File: src/rtl/mux_sel_arbiter_if.sv
// Handshake bundle between the mux select arbiter and its requesters/consumer.
// master drives the mux select side, slave drives requests and ack.
interface mux_sel_arbiter_if;
  logic [3:0] req;
  logic       ack;
  logic       s0;
  logic       s1;
  logic       valid;
  logic [3:0] grant;
  logic       timeout;

  modport master (
    input  req,
    input  ack,
    output s0,
    output s1,
    output valid,
    output grant,
    output timeout
  );

  modport slave (
    output req,
    output ack,
    input  s0,
    input  s1,
    input  valid,
    input  grant,
    input  timeout
  );
endinterface

File: src/rtl/mux_sel_arbiter.sv
// Round-robin arbiter driving the s1:s0 select of the upstream 4:1 mux.
// Holds a grant until ack or until TIMEOUT cycles elapse without ack.
module mux_sel_arbiter #(
  parameter int TIMEOUT = 8,
  parameter int CNT_W   = 4
) (
  input logic               clk,
  input logic               rst,
  mux_sel_arbiter_if.master bus
);

  typedef enum logic {
    IDLE,
    BUSY
  } state_t;

  state_t           state;
  logic [CNT_W-1:0] cnt;
  logic [1:0]       ptr;
  logic [1:0]       sel;
  logic             valid;
  logic [3:0]       grant;
  logic             timeout;
  logic [1:0]       pick;
  logic [1:0]       idx;

  // Scan ptr+4 down to ptr+1 so the lowest offset found wins.
  always_comb begin
    pick = ptr + 2'd1;
    idx  = '0;
    for (int k = 4; k >= 1; k--) begin
      idx = ptr + 2'(k);
      if (bus.req[idx]) pick = idx;
    end
  end

  always_ff @(posedge clk or posedge rst) begin
    if (rst) begin
      state   <= IDLE;
      cnt     <= '0;
      ptr     <= 2'd3;
      sel     <= 2'd0;
      valid   <= 1'b0;
      grant   <= 4'b0000;
      timeout <= 1'b0;
    end else begin
      unique case (state)
        IDLE: begin
          timeout <= 1'b0;
          if (|bus.req) begin
            sel   <= pick;
            grant <= 4'b0001 << pick;
            valid <= 1'b1;
            cnt   <= '0;
            state <= BUSY;
          end
        end
        BUSY: begin
          if (bus.ack || cnt == CNT_W'(TIMEOUT - 1)) begin
            valid   <= 1'b0;
            grant   <= 4'b0000;
            ptr     <= sel;
            timeout <= ~bus.ack;
            state   <= IDLE;
          end else begin
            cnt <= cnt + 1'b1;
          end
        end
        default: state <= IDLE;
      endcase
    end
  end

  assign bus.s0      = sel[0];
  assign bus.s1      = sel[1];
  assign bus.valid   = valid;
  assign bus.grant   = grant;
  assign bus.timeout = timeout;

endmodule

File: src/flat_wrapper.sv
// flat-port wrapper written by rule: the top's interface ports become plain ports
module mux_sel_arbiter_flat 
#(
  parameter int TIMEOUT = 8,
  parameter int CNT_W   = 4
)
  (clk, rst, bus_req, bus_ack, bus_s0, bus_s1, bus_valid, bus_grant, bus_timeout);
  mux_sel_arbiter_if bus_i ();
  input logic clk;
  input logic rst;
  input wire logic [$bits(bus_i.req)-1:0] bus_req;
  input wire logic [$bits(bus_i.ack)-1:0] bus_ack;
  output wire logic [$bits(bus_i.s0)-1:0] bus_s0;
  output wire logic [$bits(bus_i.s1)-1:0] bus_s1;
  output wire logic [$bits(bus_i.valid)-1:0] bus_valid;
  output wire logic [$bits(bus_i.grant)-1:0] bus_grant;
  output wire logic [$bits(bus_i.timeout)-1:0] bus_timeout;
  assign bus_i.req = bus_req;
  assign bus_i.ack = bus_ack;
  assign bus_s0 = bus_i.s0;
  assign bus_s1 = bus_i.s1;
  assign bus_valid = bus_i.valid;
  assign bus_grant = bus_i.grant;
  assign bus_timeout = bus_i.timeout;
  mux_sel_arbiter #(.TIMEOUT(TIMEOUT), .CNT_W(CNT_W)) u_core (.clk(clk), .rst(rst), .bus(bus_i));
endmodule
File: config.mk
export PLATFORM = sky130hd
export DESIGN_NAME = mux_sel_arbiter_flat
export DESIGN_NICKNAME = d
export VERILOG_FILES = /design/src/rtl/mux_sel_arbiter_if.sv /design/src/rtl/mux_sel_arbiter.sv /design/src/flat_wrapper.sv
export SDC_FILE = /design/constraint.sdc
export NUM_CORES = 1
export LEC_CHECK = 0
export ABC_AREA = 1
export ABC_CLOCK_PERIOD_IN_PS = 1350
export BUFFER_PORTS_ARGS = -buffer_cell sky130_fd_sc_hd__buf_2
export CAP_MARGIN = 10
export CORE_MARGIN = 1.5
export CORE_UTILIZATION = 51
export CTS_BUF_LIST = sky130_fd_sc_hd__clkbuf_4 sky130_fd_sc_hd__clkbuf_8
export CTS_CLUSTER_DIAMETER = 50
export DETAILED_ROUTE_END_ITERATION = 8
export PLACE_DENSITY = 0.75
export SYNTH_ARGS = -nofsm -noshare
export SYNTH_HDL_FRONTEND = slang
export SYNTH_SLANG_ARGS = --single-unit
File: constraint.sdc
create_clock -name clk -period 1.35 [get_ports clk]
set_input_delay 0.2025 -clock clk [delete_from_list [all_inputs] [get_ports clk]]
set_output_delay 0.2025 -clock clk [all_outputs]
set_load 0.01 [all_outputs]
# Word-level counts from Yosys, hierarchy flattened
# Index checks and enable logic that the tools add are counted.
totals:
  reg_bits: 15
  latch_bits: 0
  ram_bits: 0
  mem_bits_ro: 0
  in_bits: 7
  output_inout_bits: 8
  wordCells: 54
  mem_count: 0
op_classes:
  n_addsub: 4
  mul: 0
  n_div: 0
  order_cmp: 4
  n_eq_ne: 4
  shifts: 1
  mux: 26
  bitwise: 2
  reduce_logical: 6
ops:
  columns: ["cell", "n"]
  rows:
  - ["4-bit two-way mux", 4]
  - ["4-bit one-hot mux with 2 select lines", 2]
  - ["2-bit by 3-bit less-than comparator with 1-bit output (second input constant)", 4]
  - ["1-bit two-way mux", 9]
  - ["1-bit binary-select mux with 2-bit select", 4]
  - ["2-bit two-way mux", 4]
  - ["2-bit AND reduction", 4]
  - ["1-bit one-hot mux with 2 select lines", 3]
  - ["2-bit adder (second input constant)", 2]
  - ["4-bit by 1-bit adder with 4-bit output (second input constant)", 1]
  - ["4-bit by 3-bit == test with 1-bit output (second input constant)", 1]
  - ["2-bit != test (second input constant)", 2]
  - ["4-bit OR reduction", 1]
  - ["1-bit by 2-bit << shifter with 4-bit output (first input constant)", 1]
  - ["2-bit by 1-bit adder with 2-bit output (second input constant)", 1]
  - ["2-bit by 1-bit != test with 1-bit output (second input constant)", 1]
  - ["1-bit inverter", 2]
  - ["1-bit logical OR", 1]

# Depth between registers and ports, before layout
logic_depth:
  word_depth: 9
  ltp_mapped: 13
  mapped_depth_nobuf: 12

# Worst setup path after synthesis
# Ideal clock, no wire load.
synth_timing:
  path_type: "reg2reg"
  start: "reg u_core.ptr[0]"
  end: "reg u_core.sel[0]"
  setup_time_ps: 133
  arrival_ps: 1304
  required_time_ps: 1217
  slack_ps: -87
  path_stages_with_launch: 13
  n_path_buf: 1
  synth_period_minus_slack_ps: 1437
  cell_sequence: "dfstp_2 > buf_6 > inv_6 > nand2_2 > nand2_1 > o21ai_0 > inv_1 > nand2_2 > nand2_2 > nand2_2 > nand2_2 > nand2_1 > o21ai_1"
synth_via:
  elab_chain_len: 6
  word_cells_on_any_way: 15
  classes_between: "3 x add/sub; 12 x mux"
synth_lines:
  columns: ["item", "line", "source"]
  rows:
  - ["start: declaration", "mux_sel_arbiter.sv:19", "logic [1:0] ptr;"]
  - ["start signal: assignment", "mux_sel_arbiter.sv:62", "ptr <= sel;"]
  - ["2-bit adder / 1-bit binary-select mux with 2-bit select (equally long branches)", "mux_sel_arbiter.sv:32, mux_sel_arbiter.sv:33", null]
  - ["1-bit binary-select mux with 2-bit select / 1-bit two-way mux (equally long branches)", "mux_sel_arbiter.sv:33", "if (bus.req[idx]) pick = idx;"]
  - ["1-bit two-way mux (implied by the code) / 2-bit two-way mux (equally long branches)", "mux_sel_arbiter.sv:33", null]
  - ["2-bit two-way mux (2 in series)", "mux_sel_arbiter.sv:33", null]
  - ["2-bit two-way mux *", "mux_sel_arbiter.sv:33", null]
  - ["end signal: assignment", "mux_sel_arbiter.sv:51", "sel <= pick;"]
  - ["end: declaration", "mux_sel_arbiter.sv:20", "logic [1:0] sel;"]
# Every way passes the cells marked *; elsewhere a longest branch is shown, timed or not. The select of a mux whose other input is x is not followed.
# A chain may end at the register's enable or synchronous reset.

# Worst setup path in the final report
layout_timing:
  start: "reg u_core.ptr[0]"
  end: "reg u_core.grant[1], in the netlist u_core.bus.grant[1]"
layout_via:
  elab_chain_len: 9
  word_cells_on_any_way: 18
  classes_between: "3 x add/sub; 1 x shift; 14 x mux"
layout_lines:
  columns: ["item", "line", "source"]
  rows:
  - ["2-bit adder / 1-bit binary-select mux with 2-bit select (equally long branches)", "mux_sel_arbiter.sv:32, mux_sel_arbiter.sv:33", null]
  - ["1-bit binary-select mux with 2-bit select / 1-bit two-way mux (equally long branches)", "mux_sel_arbiter.sv:33", null]
  - ["1-bit two-way mux (implied by the code) / 2-bit two-way mux (equally long branches)", "mux_sel_arbiter.sv:33", null]
  - ["2-bit two-way mux (2 in series)", "mux_sel_arbiter.sv:33", null]
  - ["2-bit two-way mux *", "mux_sel_arbiter.sv:33", null]
  - ["1-bit by 2-bit << shifter with 4-bit output *", "mux_sel_arbiter.sv:52", "grant <= 4'b0001 << pick;"]
  - ["4-bit two-way mux *", "mux_sel_arbiter.sv:50", "if (|bus.req) begin"]
  - ["4-bit one-hot mux with 2 select lines *", "mux_sel_arbiter.sv:47", "unique case (state)"]
  - ["end signal: assignment", "mux_sel_arbiter.sv:52", null]
  - ["end: declaration", "mux_sel_arbiter.sv:22", "logic [3:0] grant;"]
# Marks and branches as above.

==> impl_metrics.yaml <==
status:
  status: "finished, violations left"
  violations: "DRC, setup timing"
synthesis:
  avgSynthCellArea_um2: 7.465
  netlist_top_cells_area: "dfrtp_1 37%, nand2_1 17%, dfstp_2 6.0%"
  ys_ff_latch: 15
  synth_ff_type: "dfrtp_1"
  yosysUniqueCellTypes: 22
  ys_warn_count: 0
  ys_seq_area_share_pct: 42.90
  yosysMostFrequentCell: "nand2_1"
  yosysTopAreaCell: "dfrtp_1"
  syn-cell-area_um2: 880.8
  synth_edf_count: 0
  ys_async_sr_fraction_pct: 100.0
  synth_common_cells: "40 x nand2_1, 14 x inv_1, 13 x dfrtp_1"
  synthCells: 118
  synth_nets: 126
  netlist.area_leader.share_pct: 36.93
grt:
  grt_overflow_total: 0
  grt_max_degree: 16
  grt_pass1_wl_mm: 3.098
  antenna_found_initial: 0
  globalRouteTotalUtil_pct: 21.76
  grt_pass1_vias: 754
cells_and_area:
  diodes: 0
  drive_gt1_share_pct: 48.34
  area_delta_synth_final_pct: 39.49
  final_util_pct: 78.81
  design_area_mm2: 0.001229
  instances_no_fill: 167
  nFillCells: 110
  ff_latch_area_um2: 377.9
  multi_input_area_um2: 503.0
  final_nets: 160
place:
  io_buffers: 14
  place_area_mm2: 0.001042
  place_congestion: 0.8549
  dpl.cell_count: 157
  hpwl_mm: 1.406
clocking:
  htreeDepth: 1
  cts.path.max_buffers: 2
  clkTransAtPathRegs_ns: 0.09
  clock_latency_ns: 0.29
  numCtsBuffers: 3
  cts_tree: "done"
  clkSinkCount: 15
  root_buffer: "clkbuf_4"
hold_path:
  hold_depth: 2
  hold_class: "primary input to register"
sta:
  fmax_mhz: 648.7
  max_slew.worst_pin.slew_ns: 0.5616
  max_slew_margin_pct: 62.52
  finalHoldViolations: 0
  setup_viol: 6
  skew_ns: 0.001526
  rsz0062_at_grt: "true"
  worst_slack_ns: -0.1914
  period_minus_slack_ns: 1.541
  fin_crit_sh_pct: 114.2
  drv_slew: 0
  fin_hold_ws_ns: 0.07440
critical_path:
  critical_path_required_ns: 1.54
  critPathMaxFanout: 4
  ff2ff_path_depth: 12
  crit_chain: "buf_12 > inv_6 > nand2_2 > nand3_2 > nand2_2 > nand3_2 > nand2_2 > nand2_2 > nand2_2 > nand2_2 > nand3_1 > nand2_1"
  critical_path.slowest_cell: "dfstp_2"
  cpPeakStageDelay_ns: 0.57
  critical_path_class: "register to register"
  worstPathArrival_ns: 1.73
  crit_path_start_kind: "register"
  crit_path_frequent_cell: "nand2_2"
  endpoint_kind: "register"
power_and_ir_drop:
  pwr-share-clk_pct: 9.8
  powerDensity_mw_per_mm2: 2367
  power_frac_seq_pct: 26.5
  vdd_drop_max_mv: 1.325
  switchingPower_mw: 1.345
  finalPower_mw: 2.908
  power.leakage_nw: 0.6742
  p_comb_share_pct: 63.7
  p_int_mw: 1.563
  switching_share_pct: 46.24
floorplanning:
  rows: 14
  die-area_mm2: 0.001986
  die_x_um: 44.56
  boundaryPins: 15
  die_h_um: 44.56
  start_util_pct: 56.50
  core_area_mm2: 0.001559
drt:
  num_vias: 864
  drt-total-wl_mm: 2.134
  drcViolationCount: 1
  antenna_left: 0
  drt-initial-drc-count: 18
  firstDrtPassIters: 6
  via_per_inst: 5.174
  avgRoutedWirePerCell_um: 12.78
flow_run:
  maxCapViolCount: 0
-- critical path: cells and delay by family, from the launching register on --
family | cells | cell delay (ns)
flip-flops | 1 | 0.57
buffers and inverters | 2 | 0.16
AND/OR/NAND/NOR | 10 | 0.69
-- placed cells by master (no fill, tap or decap), drive strengths merged, types with 2 or more instances in the layout --
cell     n
o21ai    8
nor2     3
inv     20
dfrtp   13
nand4    2
nand2   48
nand3   11
dfstp    2
buf     29
a21oi    4
clkbuf   4
-- power groups by stage --
stage | clock (mW) | sequential, mW | combinational (mW)
2_1_floorplan | 0 | 0.786 | 1.01
3_3_place_gp | 0 | 0.783 | 1.40
3_5_place_dp | 0 | 0.792 | 1.43
4_1_cts | 0.290 | 0.756 | 1.68
5_1_grt | 0.304 | 0.791 | 2.06
6_report | 0.285 | 0.770 | 1.85
-- state kept, by name, summed over array words and instances, names as in the netlist --
register            count
u_core.bus.grant        4
u_core.bus.timeout      1
u_core.bus.valid        1
u_core.cnt              4
u_core.ptr              2
u_core.sel              2
u_core.state            1
-- per-stage QoR --
stage / worst slack, ns / setup TNS [ns]
4_1_cts: -0.1972 / -1.055
3_5_place_dp: -0.1943 / -0.9447
2_1_floorplan: -0.06712 / -0.2420
6_report: -0.1914 / -1.030
5_1_grt: -0.2967 / -1.750
3_3_place_gp: -0.1559 / -0.7029
-- kinds of logic (layout without fill, tap and decap cells) --
logic type	Yosys count	in the layout	share of synthesized area, %
adders and majority gates	1	1	1.420
DFF	15	15	42.90
xor gates and xnor gates	1	1	0.9945
buffers and inverters	21	54	10.37
muxes	1	1	1.136
and+or+nand+nor	66	66	34.09
AOI/OAI and AO/OA	13	13	9.091
-- layer usage --
metal  part of all wire (%)  routed length (um)  GRT usage, %
met2                     49                1050         32.46
met4                    1.2                  25         11.52
met1                     46                 983         29.84
met3                    3.5                  74         4.082
met5                      0                   0             0
-- path summary, 6_finish.rpt --
path / from / end / slack (ns)
setup / recovery: u_core.ptr[0] / u_core.bus.grant[1] / -0.19
hold / removal: bus_ack / u_core.bus.timeout / 0.07
setup reg to reg: u_core.ptr[0] / u_core.bus.grant[1] / -0.19
hold reg to reg: u_core.bus.grant[0] / u_core.bus.grant[0] / 0.49
max in group asynchronous: rst / u_core.ptr[0] / 0.48
min in group asynchronous: rst / u_core.bus.grant[1] / 0.50
-- final cells by class --
class	count	share of cell area (%)
inverters	20	6.517
repair buffers	30	17.72
clock buffers	4	2.444
well taps	16	1.629
multi-input cells	82	40.94
flip-flops and latches	15	30.75
-- what timing repair did --
action	CTS	global route
pin swaps	6	9
setup buffers	4	3
resized for setup	10	20
setup endpoints to repair	7	13
cloned	0	0
hold buffers	1	0
hold endpoints to repair	13	0
No activity file was read; power rests on OpenSTA's default activity.
